--- config.mk ---
export PLATFORM = sky130hd
export DESIGN_NAME = fifo_frame_reader
export DESIGN_NICKNAME = d
export VERILOG_FILES = /design/src/rtl/fifo_frame_reader.sv
export SDC_FILE = /design/constraint.sdc
export NUM_CORES = 1
export LEC_CHECK = 0
export ABC_CLOCK_PERIOD_IN_PS = 2300
export CORE_MARGIN = 5
export CORE_UTILIZATION = 58
export DETAILED_ROUTE_END_ITERATION = 7
export DONT_BUFFER_PORTS = 1
export HOLD_SLACK_MARGIN = 0.1
export PLACE_DENSITY = 0.76
export SLEW_MARGIN = 20
export SYNTH_ARGS = -nofsm -noshare
export SYNTH_HDL_FRONTEND = slang
export SYNTH_SLANG_ARGS = --single-unit
--- constraint.sdc ---
create_clock -name rd_clk -period 2.3 [get_ports rd_clk]
set_clock_uncertainty 0.05 [all_clocks]
set_input_delay 0.345 -clock rd_clk [delete_from_list [all_inputs] [get_ports rd_clk]]
set_output_delay 0.345 -clock rd_clk [all_outputs]
set_load 0.02 [all_outputs]
--- src/rtl/fifo_frame_reader.sv ---
// fifo_frame_reader
// Pops fixed-length frames out of an upstream prefetch FIFO and presents them
// as a valid/ready stream with first-beat (m_sop) and last-beat (m_eop) flags.
// A 2-entry skid buffer decouples the FIFO pop from downstream back-pressure,
// giving 1-cycle pop-to-beat latency and full throughput when nothing stalls.
module fifo_frame_reader #(
    parameter int DATA_WIDTH = 16,
    parameter int LEN_WIDTH  = 10
) (
    input  logic                  rd_clk,
    input  logic                  rd_rst_n,
    input  logic                  start,
    input  logic                  cont,
    input  logic [LEN_WIDTH-1:0]  frame_len,
    input  logic                  abort,
    input  logic                  fifo_rd_vld,
    input  logic [DATA_WIDTH-1:0] fifo_rd_data,
    output logic                  fifo_rd_en,
    output logic                  m_valid,
    output logic [DATA_WIDTH-1:0] m_data,
    output logic                  m_sop,
    output logic                  m_eop,
    input  logic                  m_ready,
    output logic                  busy,
    output logic                  done,
    output logic [15:0]           frame_cnt
);

    // Counters carry one extra bit so a frame_len of 0 can mean 2^LEN_WIDTH.
    localparam int CNT_WIDTH = LEN_WIDTH + 1;

    typedef enum logic [1:0] {
        IDLE,
        RUN,
        DRAIN,
        DONE
    } state_t;

    state_t                 state_q;
    state_t                 state_d;

    logic [CNT_WIDTH-1:0]   len_q;
    logic [CNT_WIDTH-1:0]   len_in;
    logic [CNT_WIDTH-1:0]   last_idx;
    logic [CNT_WIDTH-1:0]   pop_cnt_q;
    logic [CNT_WIDTH-1:0]   out_cnt_q;

    logic [DATA_WIDTH-1:0]  skid_q [2];
    logic [1:0]             occ_q;
    logic [1:0]             occ_after_out;

    logic [15:0]            frame_cnt_q;

    logic                   go;
    logic                   load;
    logic                   in_frame_abort;
    logic                   accept;
    logic                   push;
    logic                   last_pop;
    logic                   last_beat;

    // ------------------------------------------------------------------
    // Control decode
    // ------------------------------------------------------------------
    assign len_in         = (frame_len == '0) ? {1'b1, {LEN_WIDTH{1'b0}}}
                                              : {1'b0, frame_len};
    assign last_idx       = len_q - CNT_WIDTH'(1);

    // abort outranks start and cont wherever both could act.
    assign go             = (start | cont) & ~abort;
    assign load           = ((state_q == IDLE) & go)
                          | ((state_q == DONE) & cont & ~abort);
    assign in_frame_abort = abort & ((state_q == RUN) | (state_q == DRAIN));

    assign m_valid        = (occ_q != 2'd0);
    assign accept         = m_valid & m_ready;

    // Occupancy once this cycle's output handshake has retired; a pop is
    // allowed only if the pushed word will still find a free slot.
    assign occ_after_out  = occ_q - {1'b0, accept};

    assign push           = (state_q == RUN) & ~abort & fifo_rd_vld
                          & (pop_cnt_q < len_q) & (occ_after_out < 2'd2);
    assign fifo_rd_en     = push;

    assign last_pop       = push & (pop_cnt_q == last_idx);
    assign last_beat      = accept & (out_cnt_q == last_idx);

    // Stream outputs come straight from the head of the skid buffer and the
    // output beat counter, so they cannot change while a beat is stalled.
    assign m_data         = skid_q[0];
    assign m_sop          = m_valid & (out_cnt_q == '0);
    assign m_eop          = m_valid & (out_cnt_q == last_idx);

    assign busy           = (state_q != IDLE);
    assign done           = (state_q == DONE);
    assign frame_cnt      = frame_cnt_q;

    // ------------------------------------------------------------------
    // FSM
    // ------------------------------------------------------------------

    // State register.
    // NOTE: sequential state uses non-blocking assignments so every flop
    // samples pre-edge values regardless of block evaluation order.
    always_ff @(posedge rd_clk or negedge rd_rst_n) begin
        if (!rd_rst_n) begin
            state_q <= IDLE;
        end else begin
            state_q <= state_d;
        end
    end

    // Next-state decode.
    // NOTE: state_d is defaulted before the case so no path leaves it
    // unassigned, which would otherwise infer a latch.
    always_comb begin
        state_d = state_q;
        unique case (state_q)
            IDLE: begin
                if (go) begin
                    state_d = RUN;
                end
            end
            RUN: begin
                if (abort) begin
                    state_d = IDLE;
                end else if (last_pop) begin
                    state_d = DRAIN;
                end
            end
            DRAIN: begin
                if (abort) begin
                    state_d = IDLE;
                end else if (last_beat) begin
                    state_d = DONE;
                end
            end
            DONE: begin
                state_d = (cont & ~abort) ? RUN : IDLE;
            end
            default: begin
                state_d = IDLE;
            end
        endcase
    end

    // ------------------------------------------------------------------
    // Frame length latch and pop / beat counters
    // ------------------------------------------------------------------

    // Latch L and clear both counters at every frame start; count pops and
    // accepted beats in between.
    always_ff @(posedge rd_clk or negedge rd_rst_n) begin
        if (!rd_rst_n) begin
            len_q     <= '0;
            pop_cnt_q <= '0;
            out_cnt_q <= '0;
        end else if (load) begin
            len_q     <= len_in;
            pop_cnt_q <= '0;
            out_cnt_q <= '0;
        end else begin
            if (push) begin
                pop_cnt_q <= pop_cnt_q + CNT_WIDTH'(1);
            end
            if (accept) begin
                out_cnt_q <= out_cnt_q + CNT_WIDTH'(1);
            end
        end
    end

    // ------------------------------------------------------------------
    // 2-entry skid buffer (skid_q[0] is the head)
    // ------------------------------------------------------------------

    // Push popped FIFO words at the tail, retire accepted beats from the head,
    // and empty the buffer when a frame is aborted.
    // NOTE: the two storage words are reset as well; they are only two
    // registers and m_data must read 0 while reset is asserted.
    always_ff @(posedge rd_clk or negedge rd_rst_n) begin
        if (!rd_rst_n) begin
            skid_q[0] <= '0;
            skid_q[1] <= '0;
            occ_q     <= 2'd0;
        end else if (in_frame_abort) begin
            occ_q     <= 2'd0;
        end else begin
            unique case ({accept, push})
                2'b01: begin
                    if (occ_q == 2'd0) begin
                        skid_q[0] <= fifo_rd_data;
                    end else begin
                        skid_q[1] <= fifo_rd_data;
                    end
                    occ_q <= occ_q + 2'd1;
                end
                2'b10: begin
                    skid_q[0] <= skid_q[1];
                    occ_q     <= occ_q - 2'd1;
                end
                2'b11: begin
                    // Occupancy is unchanged; shift and refill the tail.
                    if (occ_q == 2'd2) begin
                        skid_q[0] <= skid_q[1];
                        skid_q[1] <= fifo_rd_data;
                    end else begin
                        skid_q[0] <= fifo_rd_data;
                    end
                end
                default: begin
                end
            endcase
        end
    end

    // ------------------------------------------------------------------
    // Completed-frame counter
    // ------------------------------------------------------------------

    // Count one frame per DONE cycle; wraps naturally at 16 bits.
    always_ff @(posedge rd_clk or negedge rd_rst_n) begin
        if (!rd_rst_n) begin
            frame_cnt_q <= 16'd0;
        end else if (state_q == DONE) begin
            frame_cnt_q <= frame_cnt_q + 16'd1;
        end
    end

endmodule
== After elaboration in Yosys (flattened, before gate mapping) ==
Cells that the tools add are included.
Widths: inputs -> output; s select.
Storage, ports and cells
  bits in latches: 0
  bits of input ports: 33
  word-level logic and storage cells: 86
  output and inout port bits: 38
  memories kept: 0
  bits in writable memories: 0
  ROM bits: 0
  register bits after elaboration: 85
Operators by class
  bitwise gates (word level): 20
  $add $sub $neg: 7
  multiplexer cells: 20
  shift-type cells: 0
  reductions and logical operators: 14
  div/mod/pow operators: 0
  $lt $le $gt $ge: 2
  $mul: 0
  equality and inequality tests: 15
Operators with widths (number)
  $mux 16: 4
  $mux 11: 5
  $pmux 16 s3: 1
  $pmux 16 s2: 1
  $add 11x1->11 const B: 2
  $eq 11x11->1: 2
  $add 16x1->16 const B: 1
  $and 1x1->1: 15
  $mux 2: 6
  $logic_not 11->1: 1
  $lt 11x11->1: 1
  $sub 11x1->11 const B: 1
  $eq 2x2->1 const B: 5
  $logic_not 10->1: 1
  $reduce_bool 2->1: 5
  $ne 2x2->1 const B: 4
  $pmux 2 s4: 1
  $ne 3x3->1 const B: 2
  $reduce_and 3->1: 2
  $reduce_bool 3->1: 2
  $eq 2x1->1 const B: 2
  $logic_not 2->1: 2
  $pmux 2 s2: 1
  $reduce_and 4->1: 1
  7 further kinds: 10

== Depth between registers and ports, before layout ==
  depth in word-level cells: 9
  depth in mapped cells: 12
  mapped depth without buffers: 10

== Worst setup path after synthesis ==
No wires, ideal clock.
  kind: register to output
  start: reg len_q[0]
  end: out m_eop
  data arrival time: 2.217 ns
  buffers on the path: 1
  path slack: -0.312 ns
  cell stages (with the launch flop): 9
  cells stage by stage: dfrtp_1 > inv_1 > ha_1 > buf_2 > or4b_4 > nor3_4 > xnor3_1 > nand4b_1 > nor3_1
Between the ends
  longest elaborated chain between the ends: 3
Ends and longest elaborated chain
  start: declaration: line 42  | logic [CNT_WIDTH-1:0] len_q;
  start signal: assignment: line 160  | len_q <= len_in;
  $sub 11x1->11: line 67  | assign last_idx = len_q - CNT_WIDTH'(1);
  $eq 11x11->1: line 93  | assign m_eop = m_valid & (out_cnt_q == last_idx);
  $and 1x1->1: line 93
  end: declaration: line 22  | output logic m_eop,
No other way between the ends.

== Worst setup path after layout ==
Same ends and word-level chain as after synthesis.

==> qor.txt <==
Status: finished, violations left
Failing checks: negative hold slack, negative setup slack
Hold WC Path Type: primary input to async pin
RR Endpoint: m_data[5]
TritonCTS Sinks: 85
Crit path DAT: 2.37 ns
Die area: 0.0105 sq mm
Die X: 102 microns
Final net count: 643
Post-Syn Area: 0.00495 sq mm
Max Slew Vio Count: 0
RSZ-0062 raised after global routing: yes
Gate Count Post-Synth: 502
First-pass GRT wire length: 20.6 mm
CTS Buffer Depth: 2
Worst Tran Pin Value: 0.514 ns
CTS root buffer: clkbuf_8
Most common cell after layout, fill and taps aside: dfrtp_1
Critical Path, Cell by Cell: inv_2 -> ha_4 -> or4b_4 -> nor3_4 -> xnor3_1 -> nand4b_1 -> nor3_2 -> buf_4
Post-synth EDFFs: 0
Port Buffers: 0
Yosys warns: 0
Tcrit/Tclk final: 120%
Met2 usage: 43.5%
Fmax: 0.361 GHz
Vias: 4272
Worst Reg-to-Reg Cells: 14
Leakage: 2.93 nW
Worst Setup Start Kind: flip-flop
Post-DR wirelength/cell: 21.3 microns
Max_slew headroom: 65.6%
GR Util All Layers: 25.4%
Row cnt: 33
M3 GR Usage: 8.05%
Placer Congestion: 0.898
Worst-path clk slew: 0.09 ns
Max incr delay on CP: 0.52 ns
Pin count of the biggest net entering global routing: 86
Max-Cap Viols: 0
Worst hold slack: -0.387 ns
Layer with the highest usage: met2
Peak VDD IR: 0.922 mV
Count of state elements after synthesis: 85
Power Dens Cells: 1240 mW/mm^2
Worst r2r src: len_q[8]
Post-synthesis net count: 556
Final hold vios: 85
Htree depth: 3
Total CTS buffers: 9
Critical Path RT: 1.90 ns
WL final: 14.9 mm
Post-layout util: 79.8%
Proportion of layout cells with a drive suffix above 1: 32.2%
Io pins: 71
Register area share after synthesis: 43.0%
Reg2Reg Setup Slack: -0.36 ns
Post-synth top flop: dfrtp_1
Hpwl dp: 8.65 mm
Vias in the first global route: 4246
Core Area: 0.00826 sq mm
Die height: 102 microns
Critical path's slowest cell: or4b_4
CP Class: flip-flop to output pin
Most frequent cells in the layout: dfrtp_1, buf_4, nor2_1
DRC: 0
# setup viols final: 47
Grt ovf: 0
Via/cell ratio: 6.10
Setup TNS: -13.28 ns
Met1 GRT Util: 30.4%
Fin crit period: 2.77 ns
Final setup margin: -0.467 ns
Area growth from synthesis to layout: 33.2%
CTS Hold Bufs: 27
Synth cell types: 55
Initial antenna violation count: 0
Asr flop ratio synth: 100%
Starting density of the core: 59.9%
Filler Cells Inserted: 472
Crit. End Element: output pin
Critical-path maximum fanout: 5
TritonCTS clock tree: done
Syn avg cell area: 9.85 sq um
Skew-Pair Late Insertion Delay: 0.37 ns
Final ANT Viol Nets: 0
DR iter-0 viols: 320
TritonRoute pass-1 iters: 5
power breakdown:
group	leakage, nW	internal (W)	switching, W	total, W
clock network	0.116	0.000627	0.000596	0.00122
logic	1.74	0.00216	0.00209	0.00426
registers	1.08	0.00196	0.000736	0.00270
worst max-delay path: cells and delay by family, from the launching register on:
family	cells	cell delay [ns]
flip-flops	1	0.44
XOR/XNOR	1	0.19
adder cells (fa/ha/maj)	1	0.15
buffers and inverters	2	0.25
AND/OR/NAND/NOR	4	0.99
final cells by class:
class,instances,area (sq um),share of cell area [%]
diodes,1,2.50,0.0380
multi-input cells,354,2920,44.3
clock buffers,9,124,1.88
inverters,24,97.6,1.48
well taps,105,131,1.99
repair buffers,115,1080,16.4
flip-flops and latches,85,2130,32.3
clock inverters,7,103,1.56
worst max-delay path by stage:
| stage | to | startpoint | slack (ns) | cells past startpoint |
|---|---|---|---|---|
| 2_1_floorplan | state_q[0] | len_q[0] | -0.05 | 10 |
| 4_1_cts | m_eop | len_q[0] | -0.43 | 8 |
| 3_3_place_gp | state_q[1] | len_q[0] | -0.07 | 9 |
| 5_1_grt | m_eop | len_q[2] | -0.56 | 7 |
| 3_5_place_dp | state_q[1] | len_q[0] | -0.26 | 9 |
| 6_report | m_eop | len_q[0] | -0.47 | 8 |
registers in the layout, indices dropped and copies added, names as in the netlist:
name       flops
skid_q        16
pop_cnt_q     11
out_cnt_q     11
state_q        2
len_q         11
m_data        16
frame_cnt     16
occ_q          2
per-layer routing:
metal | part of all wire [%] | wire length, microns | vias up
met5 | 0 | 0 | -
met4 | 3.6 | 529 | 0
met3 | 7.2 | 1070 | 59
met2 | 52 | 7760 | 189
met1 | 37 | 5530 | 2120
li1 | - | - | 1904
Yosys cell counts, types with 14 or more instances:
library cell  instances  area, sq um
xnor2_1              34          298
xor2_1               22          193
inv_1                23         86.3
buf_4                18          135
nand2_1              35          131
o21ai_0              20          100
ha_1                 21          263
clkbuf_1             14         52.6
mux2_2               17          191
dfrtp_1              85         2130
a21oi_1              32          160
nor2_1               52          195
mux2i_1              18          180
cell families after synthesis:
family | after synthesis | synth area share [%]
AND/OR/NAND/NOR | 156 | 15.9
flip-flops | 85 | 43.0
AO/OA/AOI/OAI | 82 | 10.2
buffers and inverters | 63 | 6.58
XOR/XNOR | 59 | 11.3
multiplexers | 35 | 7.51
adder cells (fa/ha/maj) | 22 | 5.51
per-stage QoR:
| step | hold slack, ns | power, W | instance area [sq um] | instances | worst slack (ns) |
|---|---|---|---|---|---|
| floorplan | -0.000591 | 0.00484 | 5020 | 502 | -0.0541 |
| global placement | 0.00286 | 0.00558 | 5390 | 629 | -0.0740 |
| detailed placement | 0.00309 | 0.00572 | 5390 | 629 | -0.256 |
| CTS | -0.397 | 0.00728 | 6120 | 684 | -0.432 |
| global route | -0.408 | 0.00857 | 6590 | 699 | -0.558 |
| finish | -0.387 | 0.00818 | 6590 | 700 | -0.467 |
repair_timing:
item                       CTS  global route
hold endpoints to repair   113            85
gates resized for setup     27            89
gates cloned                 1             4
setup endpoints to repair   37            46
pin swaps                   21            23
buffers inserted            11            14
(Power assumes the default switching activity.)
